--- src/rtl/uart_bus_host.sv ---
// Host-side driver for the UART parallel CPU bus: config/Tx writes, status/Rx reads
// with programmable strobe width and recovery gap, all bus outputs registered.
module uart_bus_host #(
    parameter int STROBE_CYCLES   = 2,
    parameter int RECOVERY_CYCLES = 1
) (
    input  logic       clk,
    input  logic       rst,
    input  logic [7:0] cfg_word,
    input  logic       cfg_start,
    output logic       cfg_done,
    input  logic [7:0] tx_data,
    input  logic       tx_valid,
    output logic       tx_ready,
    output logic [7:0] rx_data,
    output logic       rx_valid,
    input  logic       status_req,
    output logic [7:0] status,
    output logic       status_valid,
    output logic       busy,
    output logic       C_nD,
    output logic       n_RD,
    output logic       n_WR,
    output logic       n_CS,
    output logic [7:0] DATA_IN,
    input  logic [7:0] DATA_OUT,
    input  logic       Rx_RDY,
    input  logic       Tx_RDY
);

    typedef enum logic [1:0] {S_IDLE, S_ACCESS, S_RECOVER} state_t;
    typedef enum logic [1:0] {OP_CFG, OP_STAT, OP_RX, OP_TX} op_t;

    localparam logic [3:0] STB = 4'(STROBE_CYCLES);
    localparam logic [3:0] REC = 4'(RECOVERY_CYCLES);

    state_t     r_state;
    op_t        r_op;
    logic [3:0] r_cnt;
    logic [7:0] r_wdata;
    logic       r_cfg_done, r_busy, r_cnd, r_rd_n, r_wr_n, r_cs_n;
    logic [7:0] r_din, r_rx_data, r_status;
    logic       r_rx_valid, r_status_valid;

    logic w_idle, w_tx_ready, w_is_write, w_is_cmd;

    assign w_idle     = (r_state == S_IDLE);
    assign w_tx_ready = w_idle && r_cfg_done && Tx_RDY && !cfg_start && !status_req && !Rx_RDY;
    assign w_is_write = (r_op == OP_CFG) || (r_op == OP_TX);
    assign w_is_cmd   = (r_op == OP_CFG) || (r_op == OP_STAT);

    always_ff @(posedge clk) begin
        if (rst) begin
            r_state        <= S_IDLE;
            r_op           <= OP_CFG;
            r_cnt          <= 4'd0;
            r_wdata        <= 8'h00;
            r_cfg_done     <= 1'b0;
            r_busy         <= 1'b0;
            r_cnd          <= 1'b1;
            r_rd_n         <= 1'b1;
            r_wr_n         <= 1'b1;
            r_cs_n         <= 1'b1;
            r_din          <= 8'h00;
            r_rx_data      <= 8'h00;
            r_status       <= 8'h00;
            r_rx_valid     <= 1'b0;
            r_status_valid <= 1'b0;
        end else begin
            r_rx_valid     <= 1'b0;
            r_status_valid <= 1'b0;
            case (r_state)
                S_IDLE: begin
                    r_cnt <= 4'd0;
                    if (cfg_start) begin
                        r_op    <= OP_CFG;
                        r_wdata <= cfg_word;
                        r_state <= S_ACCESS;
                    end else if (status_req) begin
                        r_op    <= OP_STAT;
                        r_state <= S_ACCESS;
                    end else if (Rx_RDY) begin
                        r_op    <= OP_RX;
                        r_state <= S_ACCESS;
                    end else if (tx_valid && w_tx_ready) begin
                        r_op    <= OP_TX;
                        r_wdata <= tx_data;
                        r_state <= S_ACCESS;
                    end
                end
                S_ACCESS: begin
                    // count 0 is the setup cycle: the accepted request becomes bus state here
                    if (r_cnt == 4'd0) begin
                        r_cs_n <= 1'b0;
                        r_rd_n <= w_is_write;
                        r_wr_n <= !w_is_write;
                        r_cnd  <= w_is_cmd;
                        r_din  <= w_is_write ? r_wdata : 8'h00;
                        r_busy <= 1'b1;
                        r_cnt  <= 4'd1;
                    end else if (r_cnt == STB) begin
                        r_cs_n <= 1'b1;
                        r_rd_n <= 1'b1;
                        r_wr_n <= 1'b1;
                        if (r_op == OP_RX) begin
                            r_rx_data  <= DATA_OUT;
                            r_rx_valid <= 1'b1;
                        end
                        if (r_op == OP_STAT) begin
                            r_status       <= DATA_OUT;
                            r_status_valid <= 1'b1;
                        end
                        if (r_op == OP_CFG)
                            r_cfg_done <= 1'b1;
                        if (REC == 4'd0) begin
                            r_cnd   <= 1'b1;
                            r_din   <= 8'h00;
                            r_busy  <= 1'b0;
                            r_state <= S_IDLE;
                        end else begin
                            r_cnt   <= 4'd1;
                            r_state <= S_RECOVER;
                        end
                    end else begin
                        r_cnt <= r_cnt + 4'd1;
                    end
                end
                S_RECOVER: begin
                    // C_nD/DATA_IN stay put here to give the UART address/data hold
                    if (r_cnt >= REC) begin
                        r_cnd   <= 1'b1;
                        r_din   <= 8'h00;
                        r_busy  <= 1'b0;
                        r_state <= S_IDLE;
                    end else begin
                        r_cnt <= r_cnt + 4'd1;
                    end
                end
                default: r_state <= S_IDLE;
            endcase
        end
    end

    assign cfg_done     = r_cfg_done;
    assign tx_ready     = w_tx_ready;
    assign rx_data      = r_rx_data;
    assign rx_valid     = r_rx_valid;
    assign status       = r_status;
    assign status_valid = r_status_valid;
    assign busy         = r_busy;
    assign C_nD         = r_cnd;
    assign n_RD         = r_rd_n;
    assign n_WR         = r_wr_n;
    assign n_CS         = r_cs_n;
    assign DATA_IN      = r_din;

endmodule

--- config.mk ---
export PLATFORM = sky130hd
export DESIGN_NAME = uart_bus_host
export DESIGN_NICKNAME = d
export VERILOG_FILES = /design/src/rtl/uart_bus_host.sv
export SDC_FILE = /design/constraint.sdc
export NUM_CORES = 1
export LEC_CHECK = 0
export BUFFER_PORTS_ARGS = -buffer_cell sky130_fd_sc_hd__buf_2
export CORE_ASPECT_RATIO = 0.6
export CORE_MARGIN = 2
export CORE_UTILIZATION = 40
export CTS_CLUSTER_SIZE = 24
export DETAILED_ROUTE_END_ITERATION = 8
export PLACE_DENSITY = 0.64
export SYNTH_ARGS = -nofsm -noshare
export SYNTH_HDL_FRONTEND = slang
export SYNTH_SLANG_ARGS = --single-unit
--- constraint.sdc ---
create_clock -name clk -period 1.7 [get_ports clk]
set_input_delay 0.255 -clock clk [delete_from_list [all_inputs] [get_ports clk]]
set_output_delay 0.255 -clock clk [all_outputs]
set_load 0.05 [all_outputs]
; ---- Word-level counts from Yosys, hierarchy flattened
; Cells that the tools add are included.
[word_totals]
reg_bits = 48
inputBits = 31
output_inout_bits = 33
wordCells = 100
[classes]
n_addsub = 1
order_cmp = 1
n_eq_ne = 14
muxes = 36
bitwise = 3
reduce_logical = 30
[op_table]
columns = cell, count
row1 = two-way mux 8 bit, 7
row2 = two-way mux 2 bit, 11
row3 = AND reduction 4 bit, 5
row4 = one-hot mux 8 bit (2 select lines), 1
row5 = "inequality test 2 bit, second input constant", 7
row6 = two-way mux 4 bit, 3
row7 = one-hot mux 4 bit (3 select lines), 1
row8 = two-way mux 1 bit, 10
row9 = "equality test 2 bit, second input constant", 3
row10 = logical AND 1 bit, 6
row11 = one-hot mux 2 bit (3 select lines), 1
row12 = AND reduction 2 bit, 3
row13 = nonzero test 2 bit, 3
row14 = "inequality test 5 x 4 -> 1 bit, second input constant", 1
row15 = "adder 4 x 1 -> 4 bit, second input constant", 1
row16 = "equality test 2 x 1 -> 1 bit, second input constant", 2
row17 = "equality test 4 x 2 -> 1 bit, second input constant", 1
row18 = ">= comparator 4 x 1 -> 1 bit, second input constant", 1
row19 = zero test 1 bit, 4
row20 = zero test 2 bit, 2
row21 = zero test 4 bit, 1
row22 = one-hot mux 1 bit (2 select lines), 2
row23 = nonzero test 4 bit, 1
row24 = OR reduction 4 bit, 1
row25 = other kinds (4), 7

; ---- Logic depth before layout (Yosys ltp)
[depth]
ltp_word = 12
ltp_mapped = 8
depth_no_buf = 6

; ---- Worst setup path after synthesis
; OpenSTA, ideal clock, no wires.
[synth_timing]
kind = flip-flop to flip-flop
start = register r_cfg_done (netlist: cfg_done)
end = register r_wdata[0]
setup_ns = 0.134
t_arrival_ns = 1.576
required_time_ns = 1.566
setup_slack_ns = -0.010
stages_incl_launch_ff = 6
n_path_buf = 1
period_less_slack_ns = 1.710
path_cell_list = dfxtp_1 -> nand4b_1 -> o21bai_1 -> and2_1 -> buf_2 -> a211oi_1
[synth_via]
elab_chain_cells = 8
[synth_lines]
columns = item, line
row1 = start: declaration, 41  ; logic r_cfg_done, r_busy, r_cnd, r_rd_n, r_wr_n, r_cs_n;
row2 = start signal: assignment, 58  ; r_cfg_done <= 1'b0;
row3 = start signal: assignment, 114  ; r_cfg_done <= 1'b1;
row4 = logical AND 1 bit (5 in a row), 48  ; assign w_tx_ready = w_idle && r_cfg_done && Tx_RDY && !cfg_start && !status_req && !Rx_RDY;
row5 = logical AND 1 bit, 85  ; end else if (tx_valid && w_tx_ready) begin
row6 = nonzero test 2 bit (no source line), --
row7 = AND reduction 4 bit (no source line), --
row8 = end signal: assignment, 77  ; r_wdata <= cfg_word;
row9 = end signal: assignment, 87  ; r_wdata <= tx_data;
row10 = end: declaration, 40  ; logic [7:0] r_wdata;
; Every way passes these cells.
; A chain may end at the register's enable or synchronous reset.

; ---- Worst setup path after layout
[layout_timing]
start = register r_cnt[1]
end = register r_cnt[2]
[layout_via]
elab_chain_cells = 4
elab_cells_between_ends = 10
cone_classes = add/sub (1) / order compare (1) / eq/ne (2) / mux (4) / reduce/logical (2)
[layout_lines]
columns = item, line
row1 = start: declaration, 39  ; logic [3:0] r_cnt;
row2 = start signal: assignment, 125  ; r_cnt <= r_cnt + 4'd1;
row3 = start signal: assignment, 136  ; r_cnt <= r_cnt + 4'd1;
row4 = adder 4 x 1 -> 4 bit or equality test 4 x 2 -> 1 bit (tied branches), "125, 136, 101"
row5 = two-way mux 4 bit, 101  ; end else if (r_cnt == STB) begin
row6 = two-way mux 4 bit, 93  ; if (r_cnt == 4'd0) begin
row7 = one-hot mux 4 bit (3 select lines), 72  ; case (r_state)
; Several ways; a longest one is shown, not always the timed one. The select of a mux whose other input is x is not followed.

==> reports/metrics.yaml <==
reg2reg_from: "r_cnt[1]"
async_flop_share: 0
num_antenna_cells: 0
h-tree-depth: 2
hpwl_um: 3960
dr.first_iter.drc_count: 72
first_pass_iters: 4
hp-start: "DATA_OUT[1]"
status: "complete, but fails checks"
violations: "negative setup slack"
finalHoldViolCount: 0
via_per_inst: 5.09
drcViolationCount: 0
hold_buffers: 0
die_area_um2: 6080
fin_nets: 358
netlist.area_leader.share: 0.440
rsz0062_at_grt: "true"
synth-edff-count: 0
wirelength_um: 5320
worstPathArrival_ns: 1.96
start_util: 0.423
skew_ns: 0.00276
fill_cells: 463
fin_crit_sh: 1.02
hp-class: "primary input to flop"
netlist_top_cells_area: "dfxtp_1 44%, mux2i_1 12%, ha_1 6.9%"
syn_nets: 269
critPathRequiredTime_ns: 1.93
layout-drive-gt1-share: 0.397
placed_area_um2: 2700
vias: 1938
timing.max_cap.violations: 0
cts_made_buffers: 5
netlist_top_cells_count: "48 x dfxtp_1, 26 x mux2i_1, 24 x nor2_1"
syn_inst: 226
synthFlopType: "dfxtp_1"
ys_seq_area_frac: 0.440
grt-ovfl-total: 0
cts_max_path_buffers: 2
synth-warning-count: 0
clock_latency_ns: 0.30
worstSetupEndpointType: "flop"
antenna_left: 0
grt_max_degree: 20
rows: 20
layout_setup_ws_ns: -0.0344
r2r_setup_slack_ns: -0.03
reg2regPathDepth: 6
startpoint_type: "flop"
io_buffer_count: 63
timing.rr.end: "r_cnt[2]"
total_power_uw: 3630
grt_antenna_before_repair: 0
die_w_um: 99.4
power_density_nw_per_um2: 1230
synth_area_per_cell_um2: 9.66
synth_top_area_cell: "dfxtp_1"
gp_congestion: 0.929
grt_usage: 0.179
pre_cts_ws_ns: -0.109
drv_slew: 0
clock-root-buffer: "clkbuf_8"
cp_max_fo: 5
min_path_cells: 3
yosysMostFrequentCell: "dfxtp_1"
ir_drop_mv: 0.641
fin_area_um2: 2940
fmax_mhz: 577
setup_violations: 3
tightest_slew_ns: 0.418
grt_pass1_vias: 1723
pin_count: 64
fin_crit_ns: 1.73
critPathKind: "flop to flop"
cts_tree: "yes"
ys_seq_elements: 48
clk_pin_slew_ns: 0.08
hold_end: "status[1]"
area_growth_pct: 34.9
coreArea_um2: 5150
p_leak_uw: 0.00145
startpoint: "r_cnt[1]"
wl_per_cell_um: 14.0
syn_area_um2: 2180
grt_first_pass_wirelength_um: 8370
cts.sinks: 48
chipHeight_um: 61.2
synth.distinct_cells: 40
max_slew_margin: 0.722
## area by class of cell
cell class              count  area (µm²)  share of cell area
multi-input cells         153        1190               0.405
flip-flops and latches     48         968               0.329
repair buffers             95         562               0.191
clock buffers               6        82.6              0.0281
well taps                  66        82.6              0.0281
inverters                  12        47.5              0.0162
clock inverters             1        8.76             0.00298
## repair_timing
action,CTS,global route
endpoints found under the setup margin,16,32
pin swaps,5,7
gates cloned,0,0
setup buffers,4,4
resized for setup,17,10
## worst max path at each step
stage,to,slack [ns]
floorplan,DATA_IN[0],0.02
global placement,C_nD,-0.04
detailed placement,DATA_IN[7],-0.11
CTS,tx_ready,-0.02
global route,r_cnt[2],-0.12
finish,r_cnt[2],-0.03
## cells in the final DEF, fill, tap and decap left out, types with 2 or more instances in the layout
cell type / n
ha_1: 9
dfxtp_1: 44
buf_2: 62
ha_4: 3
dfxtp_2: 3
nor2_1: 24
a21oi_1: 14
o21ai_0: 6
clkbuf_8: 6
nand3_1: 4
inv_2: 4
mux2i_1: 26
inv_1: 7
and3_1: 2
o31ai_1: 2
and2_1: 3
nand2_1: 12
a211oi_1: 8
a31oi_1: 5
nand4b_1: 2
buf_4: 32
a22o_1: 8
o2111ai_1: 2
## metrics by stage
step / std cells / setup TNS (ns) / util / hold WS [ns]
floorplan: 226 / 0 / - / 0.399
global placement: 366 / -0.325 / 0.524 / 0.444
detailed placement: 366 / -0.906 / 0.524 / 0.440
CTS: 377 / -0.0171 / 0.559 / 0.199
global route: 381 / -0.684 / 0.571 / 0.197
finish: 381 / -0.0555 / 0.571 / 0.208
## worst max-delay path, cell delays in order, from the launching register on
cell and delay, ns:
dfxtp_4 0.38, inv_4 0.05, ha_4 0.16, or4b_4 0.55
a21oi_4 0.23, nand4b_1 0.12, a31oi_1 0.17
## metal layers
layer / vias to the layer above / track usage / routed length (µm)
met5: - / 0 / 0
met4: 0 / 0.0626 / 90
met3: 12 / 0.0511 / 384
met2: 71 / 0.250 / 2020
met1: 868 / 0.263 / 2820
li1: 987 / - / -
## cell families (layout without fill, tap and decap cells)
group,count (synthesis),count (layout),share of synthesized area
DFF,48,48,0.440
adders and majority gates,12,12,0.0688
buffers and inverters,25,114,0.0487
muxes,26,26,0.119
and+or+nand+nor,59,59,0.146
AOI/OAI and AO/OA,56,56,0.177
## power breakdown
group | leakage [µW] | internal [µW] | switching (µW) | total [µW]
logic | 0.00101 | 681 | 880 | 1560
clock network | 0.0000473 | 325 | 367 | 691
registers | 0.000392 | 1270 | 98.8 | 1370
total | 0.00145 | 2280 | 1350 | 3630
## state kept, by name, summed over array words and instances, names as in the netlist
signal,cells
n_RD,1
DATA_IN,8
r_cnt,4
rx_valid,1
r_state,2
status,8
r_op,2
n_WR,1
busy,1
cfg_done,1
rx_data,8
C_nD,1
status_valid,1
r_wdata,8
n_CS,1
Note: power is estimated with default switching activity, not from simulation.
